### src/rtl/serial_deserializer_if.sv
// serial_deserializer_if
//   Parallel word handshake between the serial deserializer and the byte
//   queue that consumes its words.
//   data_out       : assembled word, stable while data_valid_out is high
//   data_valid_out : a word is waiting for the queue
//   data_ack_in    : queue has taken the word (sampled on a clock edge)
//   master modport : the deserializer side (drives data/valid)
//   slave modport  : the queue side (drives ack)
interface serial_deserializer_if #(
  parameter int DATA_WIDTH = 8
);
  logic [DATA_WIDTH-1:0] data_out;
  logic                  data_valid_out;
  logic                  data_ack_in;

  modport master (
    output data_out,
    output data_valid_out,
    input  data_ack_in
  );

  modport slave (
    input  data_out,
    input  data_valid_out,
    output data_ack_in
  );
endinterface

### src/rtl/serial_deserializer.sv
// serial_deserializer
//   Serial-to-parallel front stage for the byte queue. One bit of data_in is
//   captured per rising edge of the (slow) write_in strobe; after DATA_WIDTH
//   bits the word is offered to the queue over a valid/ack handshake.
//   clock_1MHz    : system clock, rising edge active
//   rst           : asynchronous active-low reset
//   data_in       : serial data bit, sampled on a detected write_in edge
//   write_in      : bit strobe, level of arbitrary length
//   status_out    : 1 while bits may be sent (COLLECT state)
//   bit_count_out : bits captured so far in the current word
//   overrun_out   : one-cycle pulse for a strobe seen outside COLLECT
//   bus           : word handshake (data_out, data_valid_out, data_ack_in)
module serial_deserializer #(
  parameter int DATA_WIDTH = 8,
  parameter bit LSB_FIRST  = 1'b1,
  localparam int CW        = $clog2(DATA_WIDTH + 1)
) (
  input  logic                        clock_1MHz,
  input  logic                        rst,
  input  logic                        data_in,
  input  logic                        write_in,
  output logic                        status_out,
  output logic [CW-1:0]               bit_count_out,
  output logic                        overrun_out,
  serial_deserializer_if.master       bus
);

  typedef enum logic [1:0] {
    ST_INIT    = 2'd0,
    ST_COLLECT = 2'd1,
    ST_HOLD    = 2'd2
  } state_t;

  state_t                state_q,   state_d;
  logic [DATA_WIDTH-1:0] shift_q,   shift_d;
  logic [DATA_WIDTH-1:0] data_q,    data_d;
  logic [CW-1:0]         count_q,   count_d;
  logic                  valid_q,   valid_d;
  logic                  status_q,  status_d;
  logic                  overrun_q, overrun_d;
  logic                  write_q;

  logic                  strobe;
  logic [DATA_WIDTH-1:0] shift_next;

  // One strobe per write_in pulse, no matter how long the pulse is held.
  assign strobe = write_in & ~write_q;

  // Shift direction decides where the first received bit ends up: shifting
  // right with the new bit at the MSB leaves the first bit at bit 0.
  always_comb begin
    shift_next = '0;
    if (LSB_FIRST) begin
      shift_next = {data_in, shift_q[DATA_WIDTH-1:1]};
    end else begin
      shift_next = {shift_q[DATA_WIDTH-2:0], data_in};
    end
  end

  // Next-state and output logic. Strobes outside COLLECT are dropped and
  // flagged; an ack in HOLD wins even if a strobe lands on the same edge.
  always_comb begin
    state_d   = state_q;
    shift_d   = shift_q;
    data_d    = data_q;
    count_d   = count_q;
    valid_d   = valid_q;
    status_d  = status_q;
    overrun_d = 1'b0;

    unique case (state_q)
      ST_INIT: begin
        state_d  = ST_COLLECT;
        status_d = 1'b1;
        if (strobe) begin
          overrun_d = 1'b1;
        end
      end

      ST_COLLECT: begin
        if (strobe) begin
          if (count_q == CW'(DATA_WIDTH - 1)) begin
            data_d   = shift_next;
            shift_d  = '0;
            count_d  = '0;
            valid_d  = 1'b1;
            status_d = 1'b0;
            state_d  = ST_HOLD;
          end else begin
            shift_d = shift_next;
            count_d = count_q + CW'(1);
          end
        end
      end

      ST_HOLD: begin
        if (bus.data_ack_in) begin
          valid_d  = 1'b0;
          status_d = 1'b1;
          state_d  = ST_COLLECT;
        end
        if (strobe) begin
          overrun_d = 1'b1;
        end
      end

      default: begin
        state_d  = ST_INIT;
        status_d = 1'b0;
        valid_d  = 1'b0;
        count_d  = '0;
      end
    endcase
  end

  // State registers. The write_in history resets to 1 so a strobe held high
  // across reset release is not mistaken for a new edge.
  always_ff @(posedge clock_1MHz or negedge rst) begin
    if (!rst) begin
      state_q   <= ST_INIT;
      shift_q   <= '0;
      data_q    <= '0;
      count_q   <= '0;
      valid_q   <= 1'b0;
      status_q  <= 1'b0;
      overrun_q <= 1'b0;
      write_q   <= 1'b1;
    end else begin
      state_q   <= state_d;
      shift_q   <= shift_d;
      data_q    <= data_d;
      count_q   <= count_d;
      valid_q   <= valid_d;
      status_q  <= status_d;
      overrun_q <= overrun_d;
      write_q   <= write_in;
    end
  end

  assign status_out         = status_q;
  assign bit_count_out      = count_q;
  assign overrun_out        = overrun_q;
  assign bus.data_out       = data_q;
  assign bus.data_valid_out = valid_q;

endmodule

### src/flat_wrapper.sv
// flat-port wrapper written by rule: the top's interface ports become plain ports
module serial_deserializer_flat 
#(
  parameter int DATA_WIDTH = 8,
  parameter bit LSB_FIRST  = 1'b1,
  localparam int CW        = $clog2(DATA_WIDTH + 1)
)
  (clock_1MHz, rst, data_in, write_in, status_out, bit_count_out, overrun_out, bus_data_out, bus_data_valid_out, bus_data_ack_in);
  serial_deserializer_if #(.DATA_WIDTH(DATA_WIDTH)) bus_i ();
  input  logic clock_1MHz;
  input  logic rst;
  input  logic data_in;
  input  logic write_in;
  output logic status_out;
  output logic [CW-1:0] bit_count_out;
  output logic overrun_out;
  output wire logic [$bits(bus_i.data_out)-1:0] bus_data_out;
  output wire logic [$bits(bus_i.data_valid_out)-1:0] bus_data_valid_out;
  input wire logic [$bits(bus_i.data_ack_in)-1:0] bus_data_ack_in;
  assign bus_data_out = bus_i.data_out;
  assign bus_data_valid_out = bus_i.data_valid_out;
  assign bus_i.data_ack_in = bus_data_ack_in;
  serial_deserializer #(.DATA_WIDTH(DATA_WIDTH), .LSB_FIRST(LSB_FIRST)) u_core (.clock_1MHz(clock_1MHz), .rst(rst), .data_in(data_in), .write_in(write_in), .status_out(status_out), .bit_count_out(bit_count_out), .overrun_out(overrun_out), .bus(bus_i));
endmodule
### config.mk
export PLATFORM = sky130hd
export DESIGN_NAME = serial_deserializer_flat
export DESIGN_NICKNAME = d
export VERILOG_FILES = /design/src/rtl/serial_deserializer_if.sv /design/src/rtl/serial_deserializer.sv /design/src/flat_wrapper.sv
export SDC_FILE = /design/constraint.sdc
export NUM_CORES = 1
export LEC_CHECK = 0
export CAP_MARGIN = 20
export CORE_AREA = 5 5 52 54
export DETAILED_ROUTE_END_ITERATION = 7
export DIE_AREA = 0 0 57 59
export PLACE_DENSITY = 0.79
export SETUP_SLACK_MARGIN = 0.4
export SKIP_CTS_REPAIR_TIMING = 1
export SKIP_LAST_GASP = 1
export SYNTH_ARGS = -nofsm -noshare
export SYNTH_HDL_FRONTEND = slang
export SYNTH_SLANG_ARGS = --single-unit
### constraint.sdc
create_clock -name clock_1MHz -period 2.2 [get_ports clock_1MHz]
set_input_delay 0.44 -clock clock_1MHz [delete_from_list [all_inputs] [get_ports clock_1MHz]]
set_output_delay 0.44 -clock clock_1MHz [all_outputs]
set_load 0.03 [all_outputs]
==> summary.md <==
| Metric | Value |
|---|---|
| Outcome | `finished, final reports clean` |
| Pwr/cell area | `1270 nW/µm²` |
| CTS sink count | `25` |
| Core area | `2170 µm²` |
| Sequential area share after synthesis | `56.0%` |
| WL/cell | `14.3 µm` |
| Cells after Synth | `96` |
| H-Tree Level Count | `1` |
| Initial Util | `51.6%` |
| PortBufs | `19` |
| CTS max path bufs | `2` |
| Die Ht | `59 µm` |
| Vias per cell | `5.41` |
| Cell internal pwr | `0.00107 W` |
| RSZ-0062 raised after global routing | `no` |
| Final Critical Period | `1600 ps` |
| Slew of the pin with the lowest slew margin | `395 ps` |
| Delay-heaviest family, CP | `buffers and inverters` |
| Num CTS Buffers | `3` |
| Final net count | `124` |
| Clock network fraction of total power | `11.3%` |
| Top FF cell, synth | `dfrtp_1` |
| CP Launch Type | `input port` |
| Area contributors post-synth | `dfrtp_1, mux2_4, nand2_1` |
| Share of post-route cells with drive strength above 1 | `13.7%` |
| Global Route Usage Sum | `13.8%` |
| Largest net degree at the start of global routing | `26` |
| Post-Route WL | `2070 µm` |
| Largest area contributor in the netlist | `dfrtp_1` |
| P_leak | `0.894 nW` |
| Diode count | `0` |
| Placed inst area | `1330 µm²` |
| Synthesis-to-finish area growth | `24.8%` |
| Fin. max-slew vios | `0` |
| Clock Skew | `1.39 ps` |
| Final setup viols | `0` |
| Antenna-violating nets left | `0` |
| Register bit total from synthesis | `25` |
| Max VDD drop | `0.721 mV` |
| Die Wd | `57 µm` |
| Num ports | `20` |
| Clk Latency, worst-skew pair | `310 ps` |
| Setup TNS | `0 ps` |
| GRT Residual Overflow | `0` |
| DRC | `0` |
| Max cap viols | `0` |
| Netlist cell types | `28` |
| Crit path buffers/inverters | `1` |
| Synth top area share | `53.7%` |
| Detailed Place HPWL | `1490 µm` |
| Worst path slowest cell | `clkdlybuf4s50_1` |
| Design Area, Final | `1400 µm²` |
| Fin Hold WS | `476 ps` |
| Crit path DAT | `1810 ps` |
| DR pass1 iterations | `4` |
| P_sw | `0.000697 W` |
| Ys async rst share | `100%` |
| CTS tree | `done` |
| Initial antenna violation count | `0` |
| Rows | `17` |
| Die Area | `3360 µm²` |
| CP Max Fanout | `10` |
| CP required | `2410 ps` |
| Vias in the first global route | `820` |
| WS Path Type | `input port to flip-flop` |
| Final hold violations | `0` |
| Comb power frac | `44.6%` |
| DR iter-0 viols | `11` |
| Critical path endpoint category | `flip-flop` |
| Fmax | `623 MHz` |
| Crit-path max cell delay | `590 ps` |
| Sequential share of power | `44.2%` |
| First-pass GRT wire length | `3650 µm` |
| Slew HR | `73.7%` |
| Synthesized area | `1120 µm²` |
| Synthesized Nets | `102` |
| CP cell instances | `clkdlybuf4s50_1, and4bb_1, nand2b_4, mux2_4` |
| Tcrit/Tclk final | `72.9%` |
| Yosys warning total | `0` |
| Number of flops mapped to enable cells by yosys | `0` |
| GP Congestion | `0.782` |
| Root Driver | `clkbuf_4` |
| Switch share | `39.4%` |
| Vias | `785` |
| Synth Area per Inst | `11.7 µm²` |
| Min-Delay Path Class | `input port to async pin` |
| Reg clk slew, reported paths | `130 ps` |
## final cells by class
class | count | area (µm²)
clock buffers | 4 | 26.3
fillers | 181 | 773
inverters | 5 | 18.8
multi-input cells | 61 | 439
flip-flops and latches | 25 | 627
well taps | 28 | 35.0
repair buffers | 22 | 250
## Yosys cell counts, drive strengths merged, types with 2 or more instances
cell and number:
nand3b 2, a21oi 2, o21ai 4, dfrtp 24
nand3 8, inv 5, o22ai 4, mux2 8
nor2 3, nand2 15, clkbuf 3, buf 2
nand2b 2
## power groups by stage
stage	Sequential, W	Clock, W	Combinational, W
2_1_floorplan	0.000983	0	0.000299
3_3_place_gp	0.000784	0	0.000791
3_5_place_dp	0.000798	0	0.000812
4_1_cts	0.000789	0.000205	0.000815
5_1_grt	0.000816	0.000228	0.000850
6_report	0.000781	0.000199	0.000788
## metrics by stage
step / power [W] / setup slack, ps / instances / utilization, %
6_report: 0.00177 / 596 / 145 / 64.4
3_5_place_dp: 0.00161 / 253 / 141 / 61.4
4_1_cts: 0.00181 / 263 / 145 / 62.6
2_1_floorplan: 0.00128 / 607 / 96 / -
5_1_grt: 0.00189 / 554 / 145 / 64.4
3_3_place_gp: 0.00158 / 330 / 141 / 61.4
## cells by family (layout without fill, tap and decap cells)
logic type | count (synthesis) | after routing | share of synthesized area (%)
fa+ha+maj | 1 | 1 | 1.12
buf+inv | 10 | 31 | 4.70
mux | 9 | 9 | 11.6
simple gates | 37 | 37 | 18.5
flops | 25 | 25 | 56.0
compound gates | 14 | 14 | 8.05
## cells in the final DEF, fill, tap and decap left out, drive strengths merged, types with 2 or more instances in the layout
cell           instances
nand2b                 2
nand3b                 2
dfrtp                 24
nor2                   3
nand2                 15
nand3                  8
dlymetal6s2s          15
o22ai                  4
mux2                   8
inv                    5
clkdlybuf4s50          4
a21oi                  2
buf                    3
clkbuf                 4
o21ai                  4
## worst paths after layout
path | startpoint | cells past startpoint | slack (ps) | endpoint
max reg2reg | u_core.state_q[0] | 3 | 690 | u_core.bus.data_out[5]
max in group asynchronous | rst | 2 | 1440 | u_core.write_q
min | rst | 2 | 480 | u_core.bus.data_out[0]
max | write_in | 4 | 600 | u_core.bus.data_out[5]
min reg2reg | u_core.shift_q[1] | 2 | 500 | u_core.shift_q[1]
min in group clock_1MHz | u_core.shift_q[1] | 2 | 500 | u_core.shift_q[1]
## flip-flops by register name, indices dropped and copies added, names as in the netlist
signal,flops
u_core.bus.data_out,8
u_core.shift_q,7
u_core.status_out,1
u_core.state_q,2
u_core.bus.data_valid_out,1
u_core.write_q,1
u_core.bit_count_out,4
u_core.overrun_out,1
## layer usage
layer	GRT usage [%]	routed length (µm)	vias up
li1	-	-	375
met1	17.1	968	386
met2	23.2	998	22
met3	3.05	97	2
met4	6.29	8	0
met5	0	0	-
Note: power is estimated with default switching activity, not from simulation.
